$ cat src/rtl/sensor_seq_pkg.sv
// Shared types and constants for the sensor power-up reset sequencer.
// State encodings are fixed because seq_state is exported for debug.
package sensor_seq_pkg;

  typedef enum logic [2:0] {
    S_SENSOR_RST = 3'd0,
    S_I2C_WAIT   = 3'd1,
    S_CONFIG     = 3'd2,
    S_DONE       = 3'd3,
    S_FAIL       = 3'd4
  } seq_state_e;

  localparam int unsigned CNT_W_DEF   = 25;

  localparam int unsigned HB_W        = 29;
  localparam int unsigned HB_DONE_BIT = 28;
  localparam int unsigned HB_FAIL_BIT = 25;
  localparam int unsigned HB_RUN_BIT  = 27;

endpackage

$ cat src/rtl/seq_delay_cnt.sv
// Clearable up-counter with an equality expire flag against a compare value.
// Used for both the main state delay and the CrossLink release delay.
module seq_delay_cnt #(
  parameter int unsigned W = 25
) (
  input  logic         clk,
  input  logic         rst_n,
  input  logic         clr,
  input  logic         en,
  input  logic [W-1:0] cmp,
  output logic         expire
);

  logic [W-1:0] cnt_q;
  logic [W-1:0] cnt_d;

  // Clear wins over count; otherwise advance while enabled
  always_comb begin
    cnt_d = cnt_q;
    if (clr) begin
      cnt_d = '0;
    end else if (en) begin
      cnt_d = cnt_q + W'(1);
    end
  end

  // Counter register
  always_ff @(posedge clk or negedge rst_n) begin
    if (!rst_n) begin
      cnt_q <= '0;
    end else begin
      cnt_q <= cnt_d;
    end
  end

  assign expire = (cnt_q == cmp);

endmodule

$ cat src/rtl/sensor_reset_seq.sv
// Supervised power-up reset sequencer for sensor, I2C engine and CrossLink.
// Optional heartbeat output enabled by defining SENSOR_SEQ_HEARTBEAT_EN.
module sensor_reset_seq
  import sensor_seq_pkg::*;
#(
  parameter int unsigned SENSOR_RST_CYC  = 8388608,
  parameter int unsigned I2C_DLY_CYC     = 1024,
  parameter int unsigned XLINK_DLY_CYC   = 65536,
  parameter int unsigned CFG_TIMEOUT_CYC = 16777216,
  parameter int unsigned MAX_RETRY       = 3,
  parameter int unsigned CNT_W           = CNT_W_DEF
) (
  input  logic       clk,
  input  logic       rst_n,
  input  logic       soft_rst_req,
  input  logic       config_done,
  output logic       reset_sensor,
  output logic       i2c_rst_n,
  output logic       reset_crosslink,
  output logic       seq_done,
  output logic       seq_fail,
  output logic [2:0] retry_cnt,
  output logic [2:0] seq_state,
  output logic       hb
);

  localparam logic [2:0] MAX_R = 3'(MAX_RETRY);

  seq_state_e state_q, state_d;
  logic [2:0] retry_q, retry_d;
  logic       rs_q, rs_d;
  logic       i2c_q, i2c_d;
  logic       xl_q, xl_d;
  logic       done_q, done_d;
  logic       fail_q, fail_d;

  logic             m_clr, m_en, m_hit, m_exp;
  logic [CNT_W-1:0] m_cmp;
  logic             x_clr, x_en, x_hit;

  // Per-state delay selection for the main counter
  always_comb begin
    m_cmp = '0;
    m_en  = 1'b0;
    case (state_q)
      S_SENSOR_RST: begin
        m_cmp = CNT_W'(SENSOR_RST_CYC - 1);
        m_en  = 1'b1;
      end
      S_I2C_WAIT: begin
        m_cmp = CNT_W'(I2C_DLY_CYC - 1);
        m_en  = 1'b1;
      end
      S_CONFIG: begin
        m_cmp = CNT_W'(CFG_TIMEOUT_CYC - 1);
        m_en  = 1'b1;
      end
      default: begin
        m_cmp = '0;
        m_en  = 1'b0;
      end
    endcase
  end

  assign m_exp = m_hit & m_en;

  // Next state, retry bookkeeping and registered output values
  always_comb begin
    state_d = state_q;
    retry_d = retry_q;
    if (soft_rst_req) begin
      state_d = S_SENSOR_RST;
      retry_d = '0;
    end else begin
      case (state_q)
        S_SENSOR_RST: if (m_exp) state_d = S_I2C_WAIT;
        S_I2C_WAIT:   if (m_exp) state_d = S_CONFIG;
        S_CONFIG: begin
          if (config_done && xl_q) begin
            state_d = S_DONE;
          end else if (m_exp) begin
            if (retry_q < MAX_R) begin
              retry_d = retry_q + 3'd1;
              state_d = S_SENSOR_RST;
            end else begin
              state_d = S_FAIL;
            end
          end
        end
        S_DONE: state_d = S_DONE;
        S_FAIL: state_d = S_FAIL;
        default: state_d = S_SENSOR_RST;
      endcase
    end

    rs_d   = (state_d == S_I2C_WAIT) ||
             (state_d == S_CONFIG) ||
             (state_d == S_DONE);
    i2c_d  = (state_d == S_CONFIG) ||
             (state_d == S_DONE);
    done_d = (state_d == S_DONE);
    fail_d = (state_d == S_FAIL);
    xl_d   = rs_d & (xl_q | (x_en & x_hit));
  end

  // Main counter restarts on every state entry or soft restart
  assign m_clr = soft_rst_req | (state_d != state_q);

  // CrossLink counter runs from sensor release until it fires
  assign x_clr = ~rs_d;
  assign x_en  = rs_q & ~xl_q;

  seq_delay_cnt #(.W(CNT_W)) u_main_cnt (
    .clk    (clk),
    .rst_n  (rst_n),
    .clr    (m_clr),
    .en     (m_en),
    .cmp    (m_cmp),
    .expire (m_hit)
  );

  seq_delay_cnt #(.W(CNT_W)) u_xlink_cnt (
    .clk    (clk),
    .rst_n  (rst_n),
    .clr    (x_clr),
    .en     (x_en),
    .cmp    (CNT_W'(XLINK_DLY_CYC - 1)),
    .expire (x_hit)
  );

  // State and output registers
  always_ff @(posedge clk or negedge rst_n) begin
    if (!rst_n) begin
      state_q <= S_SENSOR_RST;
      retry_q <= '0;
      rs_q    <= 1'b0;
      i2c_q   <= 1'b0;
      xl_q    <= 1'b0;
      done_q  <= 1'b0;
      fail_q  <= 1'b0;
    end else begin
      state_q <= state_d;
      retry_q <= retry_d;
      rs_q    <= rs_d;
      i2c_q   <= i2c_d;
      xl_q    <= xl_d;
      done_q  <= done_d;
      fail_q  <= fail_d;
    end
  end

  assign reset_sensor    = rs_q;
  assign i2c_rst_n       = i2c_q;
  assign reset_crosslink = xl_q;
  assign seq_done        = done_q;
  assign seq_fail        = fail_q;
  assign retry_cnt       = retry_q;
  assign seq_state       = state_q;

`ifdef SENSOR_SEQ_HEARTBEAT_EN
  logic [HB_W-1:0] hb_cnt_q, hb_cnt_d;
  logic            hb_q, hb_d;

  // Free-running blink counter with state-dependent rate select
  always_comb begin
    hb_cnt_d = hb_cnt_q + HB_W'(1);
    hb_d     = hb_cnt_d[HB_RUN_BIT];
    if (state_d == S_DONE) begin
      hb_d = hb_cnt_d[HB_DONE_BIT];
    end else if (state_d == S_FAIL) begin
      hb_d = hb_cnt_d[HB_FAIL_BIT];
    end
  end

  // Heartbeat registers, cleared only by rst_n
  always_ff @(posedge clk or negedge rst_n) begin
    if (!rst_n) begin
      hb_cnt_q <= '0;
      hb_q     <= 1'b0;
    end else begin
      hb_cnt_q <= hb_cnt_d;
      hb_q     <= hb_d;
    end
  end

  assign hb = hb_q;
`else
  assign hb = 1'b0;
`endif

endmodule
$ cat config.mk
export PLATFORM = sky130hd
export DESIGN_NAME = sensor_reset_seq
export DESIGN_NICKNAME = d
export VERILOG_FILES = /design/src/rtl/sensor_seq_pkg.sv /design/src/rtl/seq_delay_cnt.sv /design/src/rtl/sensor_reset_seq.sv
export SDC_FILE = /design/constraint.sdc
export NUM_CORES = 1
export LEC_CHECK = 0
export CORE_ASPECT_RATIO = 0.5
export CORE_MARGIN = 4
export CORE_UTILIZATION = 37
export DETAILED_ROUTE_END_ITERATION = 8
export PLACE_DENSITY_LB_ADDON = 0.15
export SKIP_CTS_REPAIR_TIMING = 1
export SLEW_MARGIN = 20
export SYNTH_ARGS = -nofsm -noshare
export SYNTH_HDL_FRONTEND = slang
export SYNTH_SLANG_ARGS = --single-unit
$ cat constraint.sdc
create_clock -name clk -period 3.7 [get_ports clk]
set_input_delay 0.555 -clock clk [delete_from_list [all_inputs] [get_ports clk]]
set_output_delay 0.555 -clock clk [all_outputs]
set_load 0.02 [all_outputs]
=== Yosys cells after proc, flatten, opt, wreduce, memory -nomap -nowiden ===
Cells that the tools add are included.

* Input port bits: 4
* Output and inout bits: 12
* Register bits after elaboration: 61

* Add/subtract/negate cells: 3
* Bitwise logic cells: 7
* Eq/ne operators: 13
* Mux-type cells: 18
* Reduce and logical (&&, ||, !) cells: 11
* Magnitude comparators: 1

{| class="wikitable"
|+ Operators by type and width
! cell !! number
|-
| two-way mux 25 bit || 4
|-
| one-hot mux 24 bit (3 select lines) || 1
|-
| adder 25 x 1 -> 25 bit (second input constant) || 2
|-
| two-way mux 3 bit || 11
|-
| equality test 25 x 16 -> 1 bit (second input constant) || 1
|-
| equality test 25 x 24 -> 1 bit || 1
|-
| one-hot mux 3 bit (5 select lines) || 1
|-
| equality test 3 x 2 -> 1 bit (second input constant) || 4
|-
| nonzero test 2 bit || 4
|-
| equality test 3 x 1 -> 1 bit (second input constant) || 2
|-
| equality test 3 bit (second input constant) || 2
|-
| AND 1 bit || 4
|-
| AND reduction 4 bit || 1
|-
| adder 3 x 1 -> 3 bit (second input constant) || 1
|-
| logical NOT 3 bit || 1
|-
| logical OR 1 bit || 3
|-
| less-than comparator 3 x 2 -> 1 bit (second input constant) || 1
|-
| != test 3 bit || 1
|-
| OR reduction 3 bit || 1
|-
| != test 2 x 1 -> 1 bit (second input constant) || 1
|-
| != test 2 bit (second input constant) || 1
|-
| OR 1 bit || 2
|-
| logical AND 1 bit || 1
|-
| two-way mux 1 bit || 1
|-
| inverter 1 bit || 1
|}

=== Logic depth before layout (Yosys ltp) ===
Gate-level depths: netlist (run 1).

* Word-level depth: 12
* Gate-level depth with buffers: 9

=== Hierarchy ===
From an unflattened synthesis (run 1), not the netlist that was laid out.

* Cell total of the unflattened synthesis: 405
* Area, all modules: 3809.9 µm²

{| class="wikitable"
|+ Modules (own cells, without submodules)
! module !! area each (µm²) !! sequential area each (µm²) !! times used !! cells each
|-
| seq_delay_cnt || 1596.5 || 625.6 || 2 || 170
|-
| sensor_reset_seq || 616.8 || 275.3 || 1 || 65
|}

=== Worst setup path after synthesis (run 1) ===
Ideal clock, no wire load.

* Path type: reg2reg
* From: register state_q[0] (netlist: seq_state[0])
* To: register xl_q (netlist: reset_crosslink)
* Clock period less this slack: 2.278 ns
* Required time: 3.580 ns
* Data arrival time: 2.159 ns
* Cell stages (with the launch flop): 9
* Path slack: 1.422 ns
* Library setup time: 0.120 ns
* Path through: dfrtp_1 -> buf_6 -> or2_4 -> nor4_1 -> o22a_1 -> a21oi_1 -> o311ai_4 -> buf_6 -> nor2_1

* Word-level cells in the longest chain between the ends: 12

{| class="wikitable"
|+ Ends and longest elaborated chain
! item !! RTL line !! text
|-
| from (decl) || sensor_reset_seq.sv:29 || <nowiki>seq_state_e state_q, state_d;</nowiki>
|-
| from (signal assigned) || sensor_reset_seq.sv:142 || <nowiki>state_q <= state_d;</nowiki>
|-
| equality test 3 x 2 -> 1 bit (tied with other cells) || sensor_reset_seq.sv:45, sensor_reset_seq.sv:75 ||
|-
| one-hot mux 24 bit (3 select lines) or OR reduction 3 bit (tied branches) || n/a ||
|-
| equality test 25 x 24 -> 1 bit or two-way mux 1 bit (tied branches) || seq_delay_cnt.sv:36, sensor_reset_seq.sv:45 ||
|-
| AND 1 bit || sensor_reset_seq.sv:65 || <nowiki>assign m_exp = m_hit & m_en;</nowiki>
|-
| two-way mux 3 bit || sensor_reset_seq.sv:81 || <nowiki>end else if (m_exp) begin</nowiki>
|-
| two-way mux 3 bit || sensor_reset_seq.sv:79 || <nowiki>if (config_done && xl_q) begin</nowiki>
|-
| one-hot mux 3 bit (5 select lines) (*) || sensor_reset_seq.sv:75 || <nowiki>case (state_q)</nowiki>
|-
| two-way mux 3 bit (*) || sensor_reset_seq.sv:71 || <nowiki>if (soft_rst_req) begin</nowiki>
|-
| equality test 3 x 1 -> 1 bit or equality test 3 x 2 -> 1 bit (tied branches) || sensor_reset_seq.sv:96, sensor_reset_seq.sv:97 ||
|-
| logical OR 1 bit || sensor_reset_seq.sv:96 || <nowiki>rs_d = (state_d == S_I2C_WAIT) ||</nowiki>
|-
| logical OR 1 bit (*) || sensor_reset_seq.sv:97 || <nowiki>(state_d == S_CONFIG) ||</nowiki>
|-
| AND 1 bit (*) || sensor_reset_seq.sv:103 || <nowiki>xl_d = rs_d & (xl_q | (x_en & x_hit));</nowiki>
|-
| named net xl_d || sensor_reset_seq.sv:33 || <nowiki>logic xl_q, xl_d;</nowiki>
|-
| to (signal assigned) || sensor_reset_seq.sv:146 || <nowiki>xl_q <= xl_d;</nowiki>
|-
| to (decl) || sensor_reset_seq.sv:33 ||
|}

Mark *: on every way through the listed nets, which the timed path passes. The rest lies on a longest branch.
A chain may end at the register's enable or synchronous reset.

=== Worst setup path in the final report (run 1) ===
* From: register state_q[2] (netlist: seq_state[2])
* To: register u_main_cnt.cnt_q[1]

* Word-level cells in the longest chain between the ends: 11

{| class="wikitable"
|+ Ends and longest elaborated chain
! item !! RTL line !! text
|-
| equality test 3 x 2 -> 1 bit (tied with other cells) || sensor_reset_seq.sv:45, sensor_reset_seq.sv:75 ||
|-
| one-hot mux 24 bit (3 select lines) or OR reduction 3 bit (tied branches) || n/a ||
|-
| equality test 25 x 24 -> 1 bit or two-way mux 1 bit (tied branches) || seq_delay_cnt.sv:36, sensor_reset_seq.sv:45 ||
|-
| AND 1 bit || sensor_reset_seq.sv:65 ||
|-
| two-way mux 3 bit || sensor_reset_seq.sv:81 ||
|-
| two-way mux 3 bit || sensor_reset_seq.sv:79 ||
|-
| one-hot mux 3 bit (5 select lines) || sensor_reset_seq.sv:75 ||
|-
| two-way mux 3 bit || sensor_reset_seq.sv:71 ||
|-
| != test 3 bit || sensor_reset_seq.sv:107 || <nowiki>assign m_clr = soft_rst_req | (state_d != state_q);</nowiki>
|-
| OR 1 bit || sensor_reset_seq.sv:107 ||
|-
| two-way mux 25 bit or nonzero test 2 bit (tied branches) || n/a ||
|-
| to (signal assigned) || seq_delay_cnt.sv:32 || <nowiki>cnt_q <= cnt_d;</nowiki>
|-
| to (decl) || seq_delay_cnt.sv:14 || <nowiki>logic [W-1:0] cnt_q;</nowiki>
|}

Parallel ways exist; a longest one is shown, timed or not.

==> results.json, run 1 <==
{
  "start_util_pct": 39.2,
  "final_area_um2": 3770,
  "seq_area_frac_synth_pct": 47.1,
  "cts.root.buffer_cell": "clkbuf_16",
  "cp-start-kind": "register",
  "ant_nets": 0,
  "p_int_mw": 1.28,
  "synth_ff_type": "dfrtp_1",
  "crit_required_ns": 3.89,
  "final_nets": 362,
  "p_switching_uw": 329,
  "synth_edf_count": 0,
  "cts_buffer_depth": 2,
  "syn_inst": 339,
  "drtIter0Drc": 165,
  "fin_cells": 472,
  "finalSetupViolCount": 0,
  "worst_path_max_delay_cell": "dfrtp_1",
  "drcViolationCount": 0,
  "clkLatencyLatePin_ns": 0.33,
  "place_inst": 456,
  "critPathCaptureType": "register",
  "place_ws_ns": 1.04,
  "grt_max_degree": 39,
  "clkSinkCount": 61,
  "syn_nets": 346,
  "via_count": 2452,
  "vias_per_cell": 5.19,
  "synth_area_leaders": "dfrtp_1, nor2_1, xor2_1, xnor2_1, nand4_1",
  "status": "finished, final reports clean",
  "dpl_cell_area_um2": 3440,
  "max_stage_delay_ns": 0.59,
  "crit_type": "register to register",
  "p_seq_share_pct": 41.7,
  "peakVddDrop_mv": 0.213,
  "h-tree-depth": 3,
  "period_share_pct": 71.9,
  "setup_slack_ns": 1.04,
  "grt_pass1_vias": 2453,
  "grt_usage_pct": 14.5,
  "ys_seq_elements": 61,
  "hold_path.class": "input pin to async pin",
  "die_w_um": 140,
  "pwr-share-clk_pct": 56.2,
  "portBuffers": 14,
  "yosys.area.top_type": "dfrtp_1",
  "rsz0062_at_grt": "no",
  "synth_cell_types": 48,
  "synth_area_um2": 3240,
  "tns_ns": 0,
  "crit_buf_inv": 1,
  "cts_tree": "yes",
  "fin_crit_ns": 2.66,
  "die_y_um": 74.2,
  "power_frac_comb_pct": 2.1,
  "synth.most_common_cell": "nor2_1",
  "routed_wl_um": 6740,
  "crit_path_max_fanout": 25,
  "gp_congestion": 0.878,
  "worstMarginPinSlew_ns": 0.863,
  "antenna_cells": 0,
  "path_cells": "a21o_1 > nor4_4 > o22ai_2 > o32ai_2 > a311o_1 > buf_4 > nor3_1",
  "dieArea_um2": 10400,
  "cts_buffers": 9,
  "dpl.hpwl_um": 4740,
  "async_flop_share_pct": 100,
  "cts.clk_slew.worst_paths_ns": 0.06,
  "hold_viol_final": 0,
  "p_sw_share_pct": 20.4,
  "cpLargestDelayFamily": "compound AO/OA/AOI/OAI gates",
  "finClkSkew_ns": 0.00380,
  "max_clock_freq_ghz": 0.376,
  "p_leak_nw": 1.55,
  "firstDrtPassIters": 4,
  "slew_headroom_pct": 42.5,
  "slew_violations": 0,
  "ys_warn_count": 0,
  "antenna_found_initial": 0,
  "routedWlPerCell_um": 14.3,
  "syn_avg_cell_area_um2": 9.55,
  "cp_data_arrival_time_ns": 2.85,
  "grt_overflow": 0,
  "p_per_area_nw_per_um2": 428,
  "core_area_um2": 8260,
  "synth_top_area_share_pct": 47.1,
  "netlist_top_cells_count": "nor2_1, dfrtp_1, xor2_1",
  "synthToLayoutAreaGrowth_pct": 16.3,
  "ios": 16,
  "fillers": 775,
  "drive_above_1_share_pct": 9.17,
  "rows": 23,
  "maxCapViolCount": 0,
  "postLayoutCoreUtil_pct": 45.6,
  "grt_pass1_wl_um": 11900
}
==> layout make-up <==
cell class | count | area, µm² | share of cell area [%]
inverters | 12 | 45.0 | 1.20
multi-input cells | 254 | 1570 | 41.7
repair buffers | 17 | 158 | 4.18
clock buffers | 10 | 239 | 6.34
clock inverters | 6 | 86.3 | 2.29
flip-flops and latches | 61 | 1530 | 40.5
well taps | 112 | 140 | 3.72
==> layer usage <==
metal	vias up	track usage, %	part of all wire, %
met5	-	0	0
met1	1198	19.0	50
li1	1200	-	-
met4	0	6.44	0.74
met2	49	22.4	45
met3	5	4.50	4.0
==> placed cells by master, fill, tap and decap left out, types with 3 or more instances in the layout <==
| cell | count |
|---|---|
| xor2_1 | 27 |
| xnor2_1 | 21 |
| nor3_1 | 15 |
| nand3_1 | 14 |
| clkdlybuf4s50_1 | 13 |
| buf_4 | 3 |
| and3_1 | 9 |
| dfrtp_1 | 61 |
| a21oi_1 | 8 |
| mux2i_1 | 3 |
| a211oi_1 | 3 |
| ha_1 | 3 |
| o21ai_0 | 3 |
| nand2_1 | 24 |
| nor4_1 | 6 |
| inv_1 | 12 |
| clkbuf_16 | 9 |
| nand4_1 | 15 |
| nor2_1 | 69 |
==> path summary, 6_finish.rpt <==
| kind | to | startpoint | slack, ns | depth (start not counted) |
|---|---|---|---|---|
| worst min register to register | u_xlink_cnt.cnt_q[14]$_DFFE_PN0P_ | u_xlink_cnt.cnt_q[14]$_DFFE_PN0P_ | 0.53 | 2 |
| min in group clk | u_xlink_cnt.cnt_q[14]$_DFFE_PN0P_ | u_xlink_cnt.cnt_q[14]$_DFFE_PN0P_ | 0.53 | 2 |
| worst max-delay path | u_main_cnt.cnt_q[1]$_DFFE_PN0P_ | seq_state[2]$_DFF_PN0_ | 1.04 | 7 |
| worst max register to register | u_main_cnt.cnt_q[1]$_DFFE_PN0P_ | seq_state[2]$_DFF_PN0_ | 1.04 | 7 |
| worst min-delay path | u_main_cnt.cnt_q[3]$_DFFE_PN0P_ | rst_n | 0.34 | 1 |
| max in group asynchronous | seq_fail$_DFF_PN0_ | rst_n | 2.52 | 2 |
==> state kept, by name, summed over array words and instances, names as in the netlist <==
name / cells
reset_sensor: 1
seq_done: 1
i2c_rst_n: 1
retry_cnt: 3
u_xlink_cnt.cnt_q: 25
reset_crosslink: 1
seq_state: 3
seq_fail: 1
u_main_cnt.cnt_q: 25
==> metrics by stage <==
| stage | hold WS [ns] | power, mW |
|---|---|---|
| 3_3_place_gp | 0.517 | 0.718 |
| 4_1_cts | 0.370 | 1.64 |
| 3_5_place_dp | 0.525 | 0.720 |
| 6_report | 0.340 | 1.61 |
| 2_1_floorplan | 0.259 | 0.701 |
| 5_1_grt | 0.412 | 1.68 |
==> logic make-up (layout without fill, tap and decap cells) <==
| group | count (synthesis) | after routing | synth area share, % |
|---|---|---|---|
| compound gates | 30 | 30 | 7.57 |
| xor+xnor | 48 | 48 | 13.0 |
| fa+ha+maj | 3 | 3 | 1.16 |
| buf+inv | 24 | 45 | 4.29 |
| flops | 61 | 61 | 47.1 |
| mux | 3 | 3 | 0.927 |
| other cells | 1 | 1 | 0.116 |
| simple gates | 169 | 169 | 25.8 |
==> power by group through the flow <==
stage	clock network [mW]	registers [mW]	logic, mW
after floorplan	0	0.685	0.0163
after global placement	0	0.685	0.0331
after detailed placement	0	0.685	0.0350
after CTS	0.930	0.673	0.0350
after global routing	0.965	0.674	0.0388
final	0.907	0.674	0.0334
No activity file was read; power rests on OpenSTA's default activity.
==> inputs of run 2 (changes only) <==
- clock period: 3.7 -> 2.5 ns (I/O delays scaled with it)
==> results.json, run 2 (synthesis gave the netlist of run 1 again) <==
{
  "status": "finished, final reports clean",
  "p_sw_share_pct": 19.9,
  "p_switching_uw": 479,
  "ant_nets": 0,
  "final_nets": 375,
  "grt_max_degree": 38,
  "peakVddDrop_mv": 0.319,
  "cp_data_arrival_time_ns": 2.51,
  "crit_required_ns": 2.71,
  "clkSinkCount": 61,
  "dieArea_um2": 10400,
  "crit_buf_inv": 2,
  "portBuffers": 14,
  "gp_congestion": 0.893,
  "firstDrtPassIters": 5,
  "startpoint": "seq_state[2]$_DFF_PN0_",
  "multi_input_area_um2": 1570,
  "cp-start-kind": "register",
  "drive_above_1_share_pct": 12.1,
  "place_ws_ns": 0.132,
  "final_cell_mix": "nor2_1, dfrtp_1, xor2_1",
  "die_y_um": 74.2,
  "routed_wl_um": 6790,
  "start_util_pct": 39.2,
  "place_inst": 469,
  "cts.root.buffer_cell": "clkbuf_16",
  "grt_pass1_vias": 2499,
  "pwr-share-clk_pct": 56.5,
  "h-tree-depth": 3,
  "grt_usage_pct": 14.5,
  "top_regs": "u_main_cnt.cnt_q x25, u_xlink_cnt.cnt_q x25",
  "hold_viol_final": 0,
  "power_frac_comb_pct": 2.2,
  "routedWlPerCell_um": 14.0,
  "drcViolationCount": 0,
  "reg2reg_slack_ns": 0.20,
  "holdWs_ns": 0.138,
  "register_area_um2": 1530,
  "r2r-end": "u_main_cnt.cnt_q[20]$_DFFE_PN0P_",
  "worst_path_max_delay_cell": "dfrtp_1",
  "p_leak_nw": 1.63,
  "p_per_area_nw_per_um2": 621,
  "worstMarginPinSlew_ns": 0.857,
  "antenna_cells": 0,
  "via_count": 2504,
  "vias_per_cell": 5.16,
  "max_clock_freq_ghz": 0.434,
  "cpLargestDelayFamily": "simple AND/OR/NAND/NOR gates",
  "tns_ns": 0,
  "antenna_found_initial": 0,
  "finClkSkew_ns": 0.00816,
  "grt_pass1_wl_um": 11900,
  "crit_path_max_fanout": 13,
  "drtIter0Drc": 139,
  "total_power_mw": 2.41,
  "dpl.hpwl_um": 4710,
  "p_seq_share_pct": 41.4,
  "synthToLayoutAreaGrowth_pct": 19.8,
  "die_w_um": 140,
  "clkLatencyLatePin_ns": 0.34,
  "rsz0062_at_grt": "no",
  "cts_buffer_depth": 2,
  "finalSetupViolCount": 0,
  "core_area_um2": 8260,
  "rows": 23,
  "grt_overflow": 0,
  "cts.clk_slew.worst_paths_ns": 0.06,
  "timing.rr.start": "seq_state[2]$_DFF_PN0_",
  "path_cells": "or2_4 > nor4_1 > buf_4 > o22ai_2 > o32ai_2 > a311o_1 > buf_4 > a211oi_1",
  "setup_slack_ns": 0.195,
  "fin_cells": 485,
  "critPathCaptureType": "register",
  "maxCapViolCount": 0,
  "fillers": 772,
  "period_share_pct": 92.2,
  "fin_crit_ns": 2.30,
  "r2r_cells": 8,
  "crit_type": "register to register",
  "cpMostUsedCell": "buf_4",
  "hold_path.class": "input pin to async pin",
  "slew_headroom_pct": 42.8,
  "final_common_cell": "nor2_1",
  "cts_buffers": 9,
  "slew_violations": 0,
  "ios": 16,
  "max_stage_delay_ns": 0.51,
  "cts_tree": "yes",
  "p_int_mw": 1.93
}
## run 2: worst max-delay path by stage
stage                                             end  slack, ns  cells after the start
floorplan                   reset_crosslink$_DFF_PN0_       0.22                      8
global route         u_main_cnt.cnt_q[20]$_DFFE_PN0P_      0.002                      8
finish               u_main_cnt.cnt_q[20]$_DFFE_PN0P_       0.20                      8
detailed placement   u_main_cnt.cnt_q[20]$_DFFE_PN0P_       0.13                      8
global placement     u_main_cnt.cnt_q[20]$_DFFE_PN0P_       0.22                      8
CTS                 u_xlink_cnt.cnt_q[23]$_DFFE_PN0P_       0.19                      8
## run 2: metrics by stage
stage / utilization, % / cell area (µm²)
floorplan: - / 3240
global placement: 43.0 / 3550
detailed placement: 43.0 / 3550
CTS: 47.0 / 3880
global route: 47.0 / 3880
finish: 47.0 / 3880
## run 2: metal layers
layer	global-route usage, %	up-vias	wire length, µm
met5	0	-	0
met4	6.44	0	157
met3	5.14	14	261
met2	23.0	43	3070
met1	18.3	1224	3300
li1	-	1223	-
## run 2: area by class of cell
| cell class | instances | share of cell area (%) |
|---|---|---|
| inverters | 12 | 1.16 |
| clock inverters | 4 | 1.81 |
| flip-flops and latches | 61 | 39.4 |
| well taps | 112 | 3.61 |
| repair buffers | 30 | 6.90 |
| multi-input cells | 254 | 40.5 |
| clock buffers | 12 | 6.61 |
## run 2: power groups by stage
stage | combinational [mW] | clock, mW | sequential, mW
after global routing | 0.0604 | 1.43 | 0.997
final | 0.0519 | 1.36 | 0.997
after detailed placement | 0.0541 | 0 | 1.01
after CTS | 0.0546 | 1.39 | 0.997
after global placement | 0.0516 | 0 | 1.01
after floorplan | 0.0241 | 0 | 1.01
==> inputs of run 3 (changes only) <==
- CTS_CLUSTER_SIZE: not set -> 8
==> results of run 3 <==
Final layout, timing and power as in run 2 (identical DEF).
